$ cat src/rtl/flex_down_counter.sv
// Loadable down-counter/timer with a registered single-cycle expiry pulse.
// Define FLEX_DOWN_COUNTER_AUTO_RELOAD_EN to add the auto_reload port (periodic tick mode).
module flex_down_counter #(
    parameter int unsigned NUM_CNT_BITS = 16
) (
    input  logic                    clk,
    input  logic                    rst,
    input  logic                    clear,
    input  logic                    load,
    input  logic [NUM_CNT_BITS-1:0] load_val,
    input  logic                    count_enable,
`ifdef FLEX_DOWN_COUNTER_AUTO_RELOAD_EN
    input  logic                    auto_reload,
`endif
    output logic [NUM_CNT_BITS-1:0] count_out,
    output logic                    busy,
    output logic                    expired,
    output logic                    zero_flag
);

    if (NUM_CNT_BITS < 2 || NUM_CNT_BITS > 32) begin : g_bad_width
        $error("flex_down_counter: NUM_CNT_BITS must be in 2..32");
    end

    localparam logic [NUM_CNT_BITS-1:0] CntZero = '0;
    localparam logic [NUM_CNT_BITS-1:0] CntOne  = NUM_CNT_BITS'(1);

    typedef enum logic [1:0] {
        StIdle    = 2'b00,
        StRun     = 2'b01,
        StExpired = 2'b10
    } state_e;

    state_e                  state_q, state_d;
    logic [NUM_CNT_BITS-1:0] count_q, count_d;
    logic [NUM_CNT_BITS-1:0] reload_q, reload_d;
    logic                    expired_q, expired_d;
    logic                    reload_en;

`ifdef FLEX_DOWN_COUNTER_AUTO_RELOAD_EN
    assign reload_en = auto_reload;
`else
    assign reload_en = 1'b0;
`endif

    always_comb begin
        state_d   = state_q;
        count_d   = count_q;
        reload_d  = reload_q;
        expired_d = 1'b0;

        if (clear) begin
            count_d = CntZero;
            state_d = StIdle;
        end else if (load) begin
            count_d  = load_val;
            reload_d = load_val;
            state_d  = (load_val != CntZero) ? StRun : StIdle;
        end else begin
            unique case (state_q)
                StIdle: begin
                end
                StRun: begin
                    if (count_enable) begin
                        if (count_q > CntOne) begin
                            count_d = count_q - CntOne;
                        end else if (count_q == CntOne) begin
                            expired_d = 1'b1;
                            // A zero reload value would stall in RUN, so it falls back to one-shot.
                            if (reload_en && (reload_q != CntZero)) begin
                                count_d = reload_q;
                            end else begin
                                count_d = CntZero;
                                state_d = StExpired;
                            end
                        end
                    end
                end
                StExpired: begin
                    state_d = StIdle;
                end
                default: begin
                    state_d = StIdle;
                end
            endcase
        end
    end

    always_ff @(posedge clk) begin
        if (rst) begin
            state_q   <= StIdle;
            count_q   <= CntZero;
            reload_q  <= CntZero;
            expired_q <= 1'b0;
        end else begin
            state_q   <= state_d;
            count_q   <= count_d;
            reload_q  <= reload_d;
            expired_q <= expired_d;
        end
    end

    assign count_out = count_q;
    assign busy      = (state_q == StRun);
    assign expired   = expired_q;
    assign zero_flag = (count_q == CntZero);

endmodule

$ cat config.mk
export PLATFORM = sky130hd
export DESIGN_NAME = flex_down_counter
export DESIGN_NICKNAME = d
export VERILOG_FILES = /design/src/rtl/flex_down_counter.sv
export SDC_FILE = /design/constraint.sdc
export NUM_CORES = 1
export LEC_CHECK = 0
export ABC_AREA = 1
export BUFFER_PORTS_ARGS = -buffer_cell sky130_fd_sc_hd__buf_4
export CAP_MARGIN = 20
export CORE_UTILIZATION = 52
export DETAILED_ROUTE_END_ITERATION = 16
export PLACE_DENSITY = 0.91
export SYNTH_ARGS = -nofsm -noshare
export SYNTH_HDL_FRONTEND = slang
export SYNTH_SLANG_ARGS = --single-unit
$ cat constraint.sdc
create_clock -name clk -period 2.1 [get_ports clk]
set_input_delay 0.315 -clock clk [delete_from_list [all_inputs] [get_ports clk]]
set_output_delay 0.315 -clock clk [all_outputs]
set_load 0.02 [all_outputs]
==> reports/results.txt <==
status -> finished, final reports clean
Die X -> 55.0 µm
Post-CTS Hold Fix Bufs -> 0
Routed Antenna Nets -> 0
post-CTS sizing -> 0
initial DRC count -> 48
P_leak -> 0.000930 µW
syn avg cell area -> 6.03 µm²
via count -> 1689
Clock Latency Late Sink -> 0.31 ns
reg2reg setup slack -> 0.17 ns
Final #Nets -> 306
CP Class -> reg -> reg
Rel. slew slack -> 63.7%
RSZ-0062 raised after global routing -> false
R2R Path Start -> count_out[0]$_SDFFE_PP0P_
vias in the first global route -> 1397
core box area -> 0.00257 mm²
grt ovf -> 0
CTS HTree Levels -> 1
HPWL after detailed placement -> 3020 µm
critical path launch point type -> register
post-synthesis sequential area ratio -> 26.0%
PwrDens -> 555 mW/mm²
Syn Nets -> 266
critical path endpoint -> count_out[14]$_SDFFE_PP0P_
WL final -> 3880 µm
Crit. End Element -> register
IO Count -> 40
Syn Std Cell Area -> 0.00146 mm²
row count -> 18
fin crit period -> 1.93 ns
layout cell share with drive strength beyond 1 -> 22.8%
Fillers -> 239
synth warn -> 0
Worst Hold Class -> in -> reg
Worst setup startpoint -> count_out[0]$_SDFFE_PP0P_
Starting Density -> 56.9%
Reg clk slew, reported paths -> 0.13 ns
worst-path maximum fanout -> 11
first-pass GRT wire length -> 6210 µm
DR pass1 iterations -> 4
worst reg2reg path depth -> 11
Antenna Cells -> 0
CTS tree -> yes
Worst Tran Pin Value -> 0.544 ns
Final Cycle Share -> 91.8%
#FFs+latches synth -> 19
CTS Buf Count -> 3
Final Max Slew Viols -> 0
TNS Setup -> 0 ns
Setup Buffers After CTS -> 0
max-cap violation count -> 0
final hold vios -> 0
Synth cell types -> 27
initial antenna violation count -> 0
post-synthesis cell count -> 242
Fmax -> 0.518 GHz
Area Overhead vs Synth -> 23.3%
port bufs -> 39
Final GP Congestion -> 0.880
Clock Tree Buf Depth -> 2
Max VDD drop -> 0.000400 V
die area -> 0.00302 mm²
total power -> 1000 µW
Layout Skew -> 0.00984 ns
Final setup viols -> 0
Routed WL per cell -> 12.5 µm
vias per cell -> 5.43
CP arrival -> 2.13 ns
Die Ht -> 55.0 µm
largest net degree at the start of global routing -> 21
required time of the critical path -> 2.30 ns
clk root buf -> clkbuf_4
clock sink total -> 19
# DRC -> 0
Tot GR Track Use -> 28.8%
Worst R2R End -> count_out[14]$_SDFFE_PP0P_
[power by group]
group	internal [µW]	switching [µW]	total (µW)
combinational	155	250	404
sequential	374	19.9	394
clock	71.1	130	201
total	600	399	1000
[Yosys cell counts, drive strengths merged]
| cell | number | area [µm²] |
|---|---|---|
| a21oi | 12 | 75.1 |
| buf | 3 | 25.0 |
| clkbuf | 4 | 15.0 |
| clkinv | 1 | 5.00 |
| dfxtp | 19 | 380 |
| ha | 3 | 37.5 |
| inv | 16 | 60.1 |
| nand2 | 90 | 368 |
| nand3 | 22 | 125 |
| nand3b | 2 | 15.0 |
| nand4 | 2 | 12.5 |
| nor2 | 50 | 210 |
| nor3 | 2 | 10.0 |
| nor3b | 1 | 7.51 |
| nor4 | 2 | 12.5 |
| o21ai | 2 | 10.0 |
| o21bai | 1 | 7.51 |
| o31ai | 1 | 7.51 |
| or2 | 1 | 6.26 |
| xnor2 | 2 | 17.5 |
| xor2 | 6 | 52.6 |
[cell families (layout without fill, tap and decap cells)]
kind of cell | Yosys count | in the layout | synth area share, %
XOR/XNOR | 8 | 8 | 4.80
flip-flops | 19 | 19 | 26.0
buffers and inverters | 24 | 63 | 7.20
AND/OR/NAND/NOR | 172 | 172 | 52.5
AO/OA/AOI/OAI | 16 | 16 | 6.86
adder cells (fa/ha/maj) | 3 | 3 | 2.57
[worst max-delay path: stages, from the launching register on]
cell      delay, ns
dfxtp_1        0.36
inv_1          0.12
ha_1           0.27
nand2_4        0.10
nor2_4         0.17
nand3_2        0.15
nand2_4        0.18
nand2_4        0.11
clkinv_2       0.14
nor2_1         0.06
nor2_1         0.09
nor2_1         0.05
[cell type report]
| type | instances | area, µm² | share of cell area [%] |
|---|---|---|---|
| inverters | 17 | 65.1 | 3.61 |
| repair buffers | 42 | 315 | 17.5 |
| clock buffers | 3 | 22.5 | 1.25 |
| multi-input cells | 199 | 975 | 54.1 |
| well taps | 30 | 37.5 | 2.08 |
| flip-flops and latches | 19 | 380 | 21.1 |
| clock inverters | 1 | 5.00 | 0.278 |
[stage by stage]
| step | cell area (µm²) | hold WS, ns | utilization (%) | setup WS, ns | cells |
|---|---|---|---|---|---|
| final | 1800 | 0.290 | 70.1 | 0.171 | 311 |
| after global routing | 1800 | 0.344 | 70.1 | 0.0439 | 311 |
| after CTS | 1800 | 0.293 | 70.1 | 0.204 | 311 |
| after detailed placement | 1770 | 0.474 | 69.1 | 0.221 | 307 |
| after global placement | 1770 | 0.468 | 69.1 | 0.374 | 307 |
| after floorplan | 1460 | 0.485 | - | 0.373 | 242 |
[layer usage]
metal / share of wire (%) / global-route usage, % / vias to the layer above
met2: 47 / 48.0 / 70
li1: - / - / 840
met1: 45 / 38.2 / 775
met3: 7.3 / 3.83 / 4
met5: 0 / 0 / -
met4: 1.1 / 9.17 / 0
[placed cells by master, fill, tap and decap left out, types with 2 or more instances in the layout]
cell type   n
a21oi_1     8
a21oi_2     4
buf_4      42
clkbuf_4    3
clkinv_2    2
dfxtp_1    19
ha_1        3
inv_1      16
nand2_1    84
nand2_2     3
nand2_4     3
nand3_1    19
nand3_2     3
nand3b_1    2
nand4_1     2
nor2_1     47
nor2_4      3
nor3_1      2
nor4_1      2
o21ai_0     2
xnor2_1     2
xor2_1      6
[worst min-delay path by stage]
stage | end | depth (start not counted) | from
after floorplan | expired$_SDFF_PP0_ | 2 | count_enable
after global placement | count_out[1]$_SDFFE_PP0P_ | 2 | count_out[1]$_SDFFE_PP0P_
after detailed placement | count_out[1]$_SDFFE_PP0P_ | 2 | count_out[1]$_SDFFE_PP0P_
after CTS | expired$_SDFF_PP0_ | 3 | count_enable
after global routing | count_out[11]$_SDFFE_PP0P_ | 5 | load_val[11]
final | expired$_SDFF_PP0_ | 3 | count_enable
[flip-flops by register name, indices dropped and copies added, names as in the netlist]
name       cells
count_out     16
expired        1
state_q        2
Note: power is estimated with default switching activity, not from simulation.
